`config.mk`:
```
export PLATFORM = sky130hd
export DESIGN_NAME = add3_serial_ctrl
export DESIGN_NICKNAME = d
export VERILOG_FILES = /design/src/rtl/add3_pkg.sv /design/src/rtl/add3_slice.sv /design/src/rtl/add3_serial_ctrl.sv
export SDC_FILE = /design/constraint.sdc
export NUM_CORES = 1
export LEC_CHECK = 0
export BUFFER_PORTS_ARGS = -buffer_cell sky130_fd_sc_hd__buf_2
export CORE_UTILIZATION = 42
export CTS_CLUSTER_SIZE = 30
export DETAILED_ROUTE_END_ITERATION = 12
export PLACE_DENSITY_LB_ADDON = 0.2
export SYNTH_ARGS = -nofsm -noshare
export SYNTH_HDL_FRONTEND = slang
export SYNTH_SLANG_ARGS = --single-unit
```
`constraint.sdc`:
```
create_clock -name clk -period 3.2 [get_ports clk]
set_input_delay 0.48 -clock clk [delete_from_list [all_inputs] [get_ports clk]]
set_output_delay 0.48 -clock clk [all_outputs]
set_load 0.03 [all_outputs]
```
`src/rtl/add3_pkg.sv`:
```
// Shared types and constants for the time-multiplexed 3-bit adder controller.
package add3_pkg;
  localparam int CHUNK_W = 3;

  typedef enum logic [1:0] {IDLE, RUN, DONE} ctrl_state_t;

  function automatic int nchunk(input int width);
    return width / CHUNK_W;
  endfunction
endpackage

```
`src/rtl/add3_slice.sv`:
```
// Combinational 3-bit adder slice with carry; a mapped netlist with the same ports can replace it.
module add3_slice (
  input  logic [2:0] a,
  input  logic [2:0] b,
  input  logic       cin,
  output logic [2:0] s,
  output logic       cout
);
  assign {cout, s} = {1'b0, a} + {1'b0, b} + {3'b000, cin};
endmodule

```
`src/rtl/add3_serial_ctrl.sv`:
```
// WIDTH-bit adder built from one 3-bit slice, walked LSB chunk first with a registered carry.
module add3_serial_ctrl
  import add3_pkg::*;
#(
  parameter int WIDTH = 12
) (
  input  logic             clk,
  input  logic             rst_n,
  input  logic             in_valid,
  output logic             in_ready,
  input  logic [WIDTH-1:0] in_a,
  input  logic [WIDTH-1:0] in_b,
  input  logic             in_cin,
  output logic             out_valid,
  input  logic             out_ready,
  output logic [WIDTH-1:0] out_sum,
  output logic             out_cout,
  output logic             busy
);
  localparam int NCHUNK = nchunk(WIDTH);
  localparam int CNT_W  = (NCHUNK > 1) ? $clog2(NCHUNK) : 1;
  localparam logic [CNT_W-1:0] LAST = CNT_W'(NCHUNK - 1);

  if (WIDTH <= 0 || (WIDTH % CHUNK_W) != 0) begin : g_bad_width
    $error("add3_serial_ctrl: WIDTH must be a positive multiple of 3");
  end

  ctrl_state_t      state, state_d;
  logic [WIDTH-1:0] a_q, b_q, sum_q;
  logic             cin_q;
  logic [CNT_W-1:0] cnt_q;

  logic [CHUNK_W-1:0] a_chunk, b_chunk, s_chunk;
  logic               c_chunk;

  // Operands stay put; the counter picks the chunk, so no shifters are needed.
  assign a_chunk = a_q[int'(cnt_q)*CHUNK_W +: CHUNK_W];
  assign b_chunk = b_q[int'(cnt_q)*CHUNK_W +: CHUNK_W];

  add3_slice u_slice (
    .a    (a_chunk),
    .b    (b_chunk),
    .cin  (cin_q),
    .s    (s_chunk),
    .cout (c_chunk)
  );

  always_comb begin
    state_d = state;
    case (state)
      IDLE:    if (in_valid)      state_d = RUN;
      RUN:     if (cnt_q == LAST) state_d = DONE;
      DONE:    if (out_ready)     state_d = IDLE;
      default:                    state_d = IDLE;
    endcase
  end

  always_ff @(posedge clk) begin
    if (!rst_n) state <= IDLE;
    else        state <= state_d;
  end

  always_ff @(posedge clk) begin
    if (!rst_n) begin
      a_q   <= '0;
      b_q   <= '0;
      sum_q <= '0;
      cin_q <= 1'b0;
      cnt_q <= '0;
    end else begin
      case (state)
        IDLE: if (in_valid) begin
          a_q   <= in_a;
          b_q   <= in_b;
          cin_q <= in_cin;
          sum_q <= '0;
          cnt_q <= '0;
        end
        RUN: begin
          sum_q[int'(cnt_q)*CHUNK_W +: CHUNK_W] <= s_chunk;
          cin_q <= c_chunk;
          if (cnt_q != LAST) cnt_q <= cnt_q + 1'b1;
        end
        default: ;
      endcase
    end
  end

  assign in_ready  = (state == IDLE);
  assign out_valid = (state == DONE);
  assign busy      = (state != IDLE);
  assign out_sum   = sum_q;
  assign out_cout  = cin_q;
endmodule

```
==> results of run 1 <==
[flip-flops by register name, indices dropped and copies added (netlist names)]
| name | flops |
|---|---|
| a_q | 12 |
| b_q | 12 |
| out_sum | 12 |
| cnt_q | 2 |
| state | 2 |
| out_cout | 1 |
[cell usage after synthesis, drive strengths merged]
| cell | count | area, µm² |
|---|---|---|
| inv | 9 | 33.8 |
| or2b | 1 | 7.51 |
| dfxtp | 41 | 821 |
| clkbuf | 2 | 7.51 |
| o21bai | 1 | 7.51 |
| a21o | 1 | 7.51 |
| o22ai | 12 | 75.1 |
| a211oi | 2 | 15.0 |
| a31oi | 2 | 12.5 |
| mux4 | 6 | 135 |
| nand2 | 69 | 264 |
| a2111oi | 1 | 8.76 |
| nor2b | 1 | 6.26 |
| and4bb | 1 | 12.5 |
| nor2 | 3 | 11.3 |
| nand3 | 4 | 20.0 |
| xnor2 | 1 | 8.76 |
| a22oi | 1 | 7.51 |
| a21oi | 29 | 145 |
| or4 | 1 | 11.3 |
| or2 | 1 | 6.26 |
| ha | 6 | 75.1 |
| and2b | 1 | 7.51 |
| fa | 2 | 40.0 |
| buf | 12 | 85.1 |
| or3b | 1 | 8.76 |
| and3 | 1 | 6.26 |
| nand2b | 4 | 32.5 |
| nand3b | 1 | 7.51 |
| nor3b | 1 | 18.8 |
| o32ai | 1 | 8.76 |
[per-layer routing]
metal / track usage / vias to the layer above / routed length, µm
met5: 0 / - / 0
met4: 0.0544 / 0 / 34
met3: 0.0538 / 4 / 180
met2: 0.254 / 36 / 1690
met1: 0.241 / 699 / 1950
li1: - / 822 / -
[worst paths after layout]
kind	start	cells past startpoint	slack, ns	to
hold / removal	in_a[7]	3	0.42	a_q[7]$_SDFFE_PN0P_
setup / recovery	cnt_q[1]$_SDFFE_PN0P_	6	0.83	out_sum[1]$_SDFFE_PN0P_
hold reg to reg	b_q[8]$_SDFFE_PN0P_	2	0.46	b_q[8]$_SDFFE_PN0P_
setup reg to reg	cnt_q[1]$_SDFFE_PN0P_	6	0.83	out_sum[1]$_SDFFE_PN0P_
[where the power goes]
group	total (W)	switching (W)	internal, W
Clock	0.000318	0.000163	0.000155
Sequential	0.000557	0.0000220	0.000535
Combinational	0.000155	0.0000896	0.0000658
Total	0.00103	0.000274	0.000755
[metrics by stage]
stage          utilization  instance area, µm²  std cells  worst slack [ns]  total power [W]
2_1_floorplan            -                1910        219             0.818         0.000685
3_3_place_gp         0.486                2110        302             0.913         0.000723
3_5_place_dp         0.486                2110        302             0.836         0.000725
4_1_cts              0.504                2190        310             0.818          0.00105
5_1_grt              0.504                2190        310             0.665          0.00109
6_report             0.504                2190        310             0.830          0.00103
[cells by family after synthesis]
kind of cell	count (synthesis)	synth area share
multiplexers	6	0.0706
buffers and inverters	23	0.0660
flip-flops	41	0.429
AO/OA/AOI/OAI	50	0.150
AND/OR/NAND/NOR	90	0.220
XOR/XNOR	1	0.00458
adder cells (fa/ha/maj)	8	0.0601
[final cells by class]
| class | count | area share |
|---|---|---|
| Timing Repair Buffer | 45 | 0.104 |
| Clock buffer | 8 | 0.0365 |
| Inverter | 9 | 0.0154 |
| Sequential cell | 41 | 0.374 |
| Multi-Input combinational cell | 155 | 0.441 |
| Tap cell | 52 | 0.0296 |
[layout by cell type (no fill, tap or decap), types with 2 or more instances in the layout]
master / n
nand2_1: 67
buf_2: 44
dfxtp_1: 41
a21oi_1: 29
o22ai_1: 12
inv_1: 8
mux4_2: 6
ha_1: 6
clkbuf_8: 5
nand3_1: 4
nand2b_1: 3
nor2_1: 3
clkbuf_1: 3
nand2_2: 2
a211oi_1: 2
a31oi_1: 2
fa_1: 2
[critical path: stages, from the launching register on]
cell	delay, ns
dfxtp_1	0.60
mux4_2	0.40
fa_1	0.42
inv_1	0.08
fa_1	0.39
nand2b_1	0.20
o22ai_1	0.20
==> flow_metrics.env, run 1 <==
export IMPL_status="completed"
export IMPL_dp_final_hpwl_mm=2.78
export IMPL_cp_max_fo=11
export IMPL_startpoint_type="flip-flop"
export IMPL_cp_end_kind="flip-flop"
export IMPL_initial_utilization=0.440
export IMPL_dr_pass1_iters=4
export IMPL_yosysSeqAreaShare=0.429
export IMPL_synth_seq_cells=41
export IMPL_die_width_um=69.5
export IMPL_power_leakage_nw=0.901
export IMPL_grt_use_total=0.172
export IMPL_fin_crit_sh=0.741
export IMPL_vias=1561
export IMPL_gr_total_overflow=0
export IMPL_tightest_slew_ns=0.906
export IMPL_layout_drive_gt1_share=0.244
export IMPL_antenna_found_initial=0
export IMPL_wl_per_cell_um=12.4
export IMPL_syn_avg_cell_area_um2=8.74
export IMPL_grt_start_max_net_pins=30
export IMPL_design_portCount=45
export IMPL_cts_setup_buffers=0
export IMPL_cts_tree="done"
export IMPL_cellPowerDensity_nw_per_um2=469
export IMPL_crit_arrival_ns=2.58
export IMPL_coreArea_um2=4350
export IMPL_finalSetupViolCount=0
export IMPL_ir_drop_mv=0.228
export IMPL_maxCapViolCount=0
export IMPL_ant_nets=0
export IMPL_max_slew_margin_rel=0.395
export IMPL_synth_area_um2=1910
export IMPL_finalHoldViolations=0
export IMPL_syn_inst=219
export IMPL_ys_types=37
export IMPL_via_per_inst=5.04
export IMPL_cts_buffer_depth=2
export IMPL_htree_num_levels=2
export IMPL_fin_tns_setup_ns=0
export IMPL_skew_ns=0.00410
export IMPL_die_area_um2=4830
export IMPL_insertion_delay_ns=0.29
export IMPL_ys_warn_count=0
export IMPL_drc=0
export IMPL_ctsResizeCount=0
export IMPL_seq_area_um2=821
export IMPL_critical_path_class="reg -> reg"
export IMPL_wl_mm=3.85
export IMPL_grt_pass1_wl_mm=6.62
export IMPL_holdBufCountCts=0
export IMPL_synth_nets=256
export IMPL_clock_sinks=41
export IMPL_hp_class="in -> reg"
export IMPL_area_delta_synth_final_pct=14.6
export IMPL_cp_required_ns=3.41
export IMPL_period_needed_ns=2.37
export IMPL_drt_initial_drc_count=61
export IMPL_numCtsBuffers=5
export IMPL_cts_root_buf="clkbuf_8"
export IMPL_grt_pass1_vias=1402
export IMPL_gp_congestion=0.742
export IMPL_max_freq_ghz=0.422
export IMPL_die_h_um=69.5
export IMPL_nFillCells=425
export IMPL_drv_slew=0
export IMPL_clk_pin_slew_ns=0.07
export IMPL_io_buffers=44
export IMPL_rows=24
export IMPL_multi_input_area_um2=967
export IMPL_rsz0062_at_grt="no"
export IMPL_hold_worst_slack_ns=0.423
export IMPL_insertedDiodeCount=0
export IMPL_final_nets=294
Note: power is estimated with default switching activity, not from simulation.
==> inputs of run 2 (changes only) <==
- ABC_AREA: default -> 1
- clock period: 3.2 -> 2.2 ns (I/O delays scaled with it)
==> run 2 against run 1 <==
- count of clock-buffer cells in the layout unchanged
- final cell count up 19%
- clock power up 45%
- sequential share of layout area down 1.4 points
- non-clock buffer count up 8
- total power up 64%
- first-iteration DRC count down 39%
- largest power group unchanged
- highest routed layer unchanged
==> flow_metrics.env, run 2 <==
export IMPL_finalSetupViolCount=0
export IMPL_synth_nets=305
export IMPL_internal_power_w=0.00117
export IMPL_synth_edf_count=0
export IMPL_period_needed_ns=2.06
export IMPL_synthTopCellsByCount="69 x nor2_1, 41 x dfxtp_1, 34 x o21ai_0"
export IMPL_io_buffers=44
export IMPL_power_leakage_nw=1.06
export IMPL_vias=1756
export IMPL_cts_tree="done"
export IMPL_drt_initial_drc_count=37
export IMPL_switching_share=0.306
export IMPL_htree_num_levels=2
export IMPL_coreArea_um2=4380
export IMPL_synth_top_area_cell="dfxtp_1"
export IMPL_cts_root_buf="clkbuf_8"
export IMPL_rsz0062_at_grt="yes"
export IMPL_ys_types=24
export IMPL_wl_per_cell_um=10.9
export IMPL_fin_util=0.525
export IMPL_design_portCount=45
export IMPL_cp_max_fo=8
export IMPL_final_cell_mix="67 x nor2_1, 44 x buf_2, 39 x dfxtp_1, 32 x o21ai_0, 30 x nand2_1"
export IMPL_wl_mm=4.01
export IMPL_cts_buffer_depth=2
export IMPL_numCtsBuffers=5
export IMPL_die_width_um=69.8
export IMPL_cts_setup_buffers=0
export IMPL_syn_avg_cell_area_um2=7.21
export IMPL_via_per_inst=4.77
export IMPL_ys_async_sr_fraction=0
export IMPL_dpl_worst_slack_ns=0.0540
export IMPL_cellPowerDensity_nw_per_um2=734
export IMPL_dr_pass1_iters=4
export IMPL_ys_warn_count=0
export IMPL_drc=0
export IMPL_initial_utilization=0.441
export IMPL_max_freq_ghz=0.487
export IMPL_die_area_um2=4880
export IMPL_ant_nets=0
export IMPL_gr_total_overflow=0
export IMPL_synth_seq_cells=41
export IMPL_clk_pin_slew_ns=0.07
export IMPL_skew_ns=0.00142
export IMPL_drv_slew=0
export IMPL_fin_crit_sh=0.934
export IMPL_ctsResizeCount=0
export IMPL_final_nets=352
export IMPL_pwr_share_comb=0.237
export IMPL_synth_area_um2=1930
export IMPL_maxCapViolCount=0
export IMPL_status="completed"
export IMPL_pwr_share_seq=0.491
export IMPL_finalHoldViolations=0
export IMPL_dp_final_hpwl_mm=2.99
export IMPL_gp_congestion=0.895
export IMPL_yosysSeqAreaShare=0.425
export IMPL_critical_path_class="reg -> reg"
export IMPL_synth_area_top_cells="dfxtp_1 42%, nor2_1 13%, o21ai_0 8.8%"
export IMPL_grt_use_total=0.180
export IMPL_setup_ws_ns=0.145
export IMPL_mostFrequentLayoutCell="nor2_1"
export IMPL_antenna_found_initial=0
export IMPL_grt_start_max_net_pins=29
export IMPL_p_switching_w=0.000517
export IMPL_syn_inst=268
export IMPL_insertedDiodeCount=0
export IMPL_cp_required_ns=2.42
export IMPL_hp_class="in -> reg"
export IMPL_die_h_um=69.8
export IMPL_cp_end_kind="flip-flop"
export IMPL_holdBufCountCts=0
export IMPL_ir_drop_mv=0.448
export IMPL_max_slew_margin_rel=0.701
export IMPL_synthDominantCellAreaShare=0.425
export IMPL_synth_main_ff_cell="dfxtp_1"
export IMPL_grt_pass1_vias=1621
export IMPL_insertion_delay_ns=0.29
export IMPL_grt_pass1_wl_mm=7.00
export IMPL_tightest_slew_ns=0.448
export IMPL_crit_arrival_ns=2.28
export IMPL_clock_sinks=41
export IMPL_clockPowerShare=0.273
export IMPL_startpoint_type="flip-flop"
export IMPL_yosys_cell_count_top_type="nor2_1"
export IMPL_rows=24
export IMPL_area_delta_synth_final_pct=19.0
export IMPL_layout_drive_gt1_share=0.241
## run 2: changes by cell type in the layout (fill, tap and decap cells not counted), moves of 6 or more
cell	change
nor2_1	+64
nand3_1	+14
o21ai_0	+32
o22ai_1	-10
inv_1	+11
a21oi_1	-13
buf_4	+8
nand2_1	-37
mux4_2	-6
## run 2: worst max-delay path, stage by stage (launching register included)
cell	delay, ns
dfxtp_4	0.38
inv_2	0.08
nor2_1	0.15
o22ai_2	0.12
fa_2	0.34
inv_1	0.07
fa_1	0.40
inv_1	0.08
nand2_1	0.08
nor2_2	0.10
nand2_1	0.06
a21oi_1	0.13
## run 2: layout make-up
class                   instances  area [µm²]
fillers                       449        2080
multi-input cells             191         953
flip-flops and latches         41         828
repair buffers                 53         288
inverters                      23        86.3
clock buffers                   8        80.1
well taps                      52        65.1
## run 2: stage by stage
step	setup TNS [ns]	cells	hold WS (ns)	power (W)	instance area [µm²]
finish	0	368	0.284	0.00169	2300
global placement	0	360	0.448	0.00123	2190
global route	-0.0655	368	0.290	0.00181	2300
CTS	0	368	0.281	0.00170	2270
detailed placement	0	360	0.454	0.00123	2190
floorplan	0	268	0.449	0.00114	1940
## run 2: cells by family (layout without fill, tap and decap cells)
logic type / Yosys count / after routing / synth area share
simple gates: 125 / 125 / 0.267
compound gates: 58 / 58 / 0.155
flops: 41 / 41 / 0.425
buf+inv: 36 / 84 / 0.0945
fa+ha+maj: 8 / 8 / 0.0595
## run 2: worst paths after layout
path / startpoint / depth (start not counted) / slack (ns) / endpoint
min reg2reg: out_sum[11]$_SDFFE_PN0P_ / 2 / 0.46 / out_sum[11]$_SDFFE_PN0P_
min: in_a[7] / 3 / 0.28 / a_q[7]$_SDFFE_PN0P_
max reg2reg: cnt_q[0]$_SDFFE_PN0P_ / 11 / 0.14 / out_sum[10]$_SDFFE_PN0P_
max: cnt_q[0]$_SDFFE_PN0P_ / 11 / 0.14 / out_sum[10]$_SDFFE_PN0P_
## run 2: power groups by stage
stage / logic, W / registers [W] / clock network [W]
2_1_floorplan: 0.000287 / 0.000849 / 0
3_3_place_gp: 0.000386 / 0.000845 / 0
3_5_place_dp: 0.000387 / 0.000846 / 0
4_1_cts: 0.000389 / 0.000829 / 0.000478
5_1_grt: 0.000465 / 0.000835 / 0.000507
6_report: 0.000400 / 0.000829 / 0.000460
## run 2: per-layer routing
metal  track usage  part of all wire
met1         0.222              0.49
met2         0.293              0.45
met3        0.0451             0.037
met4        0.0844             0.023
met5             0                 0
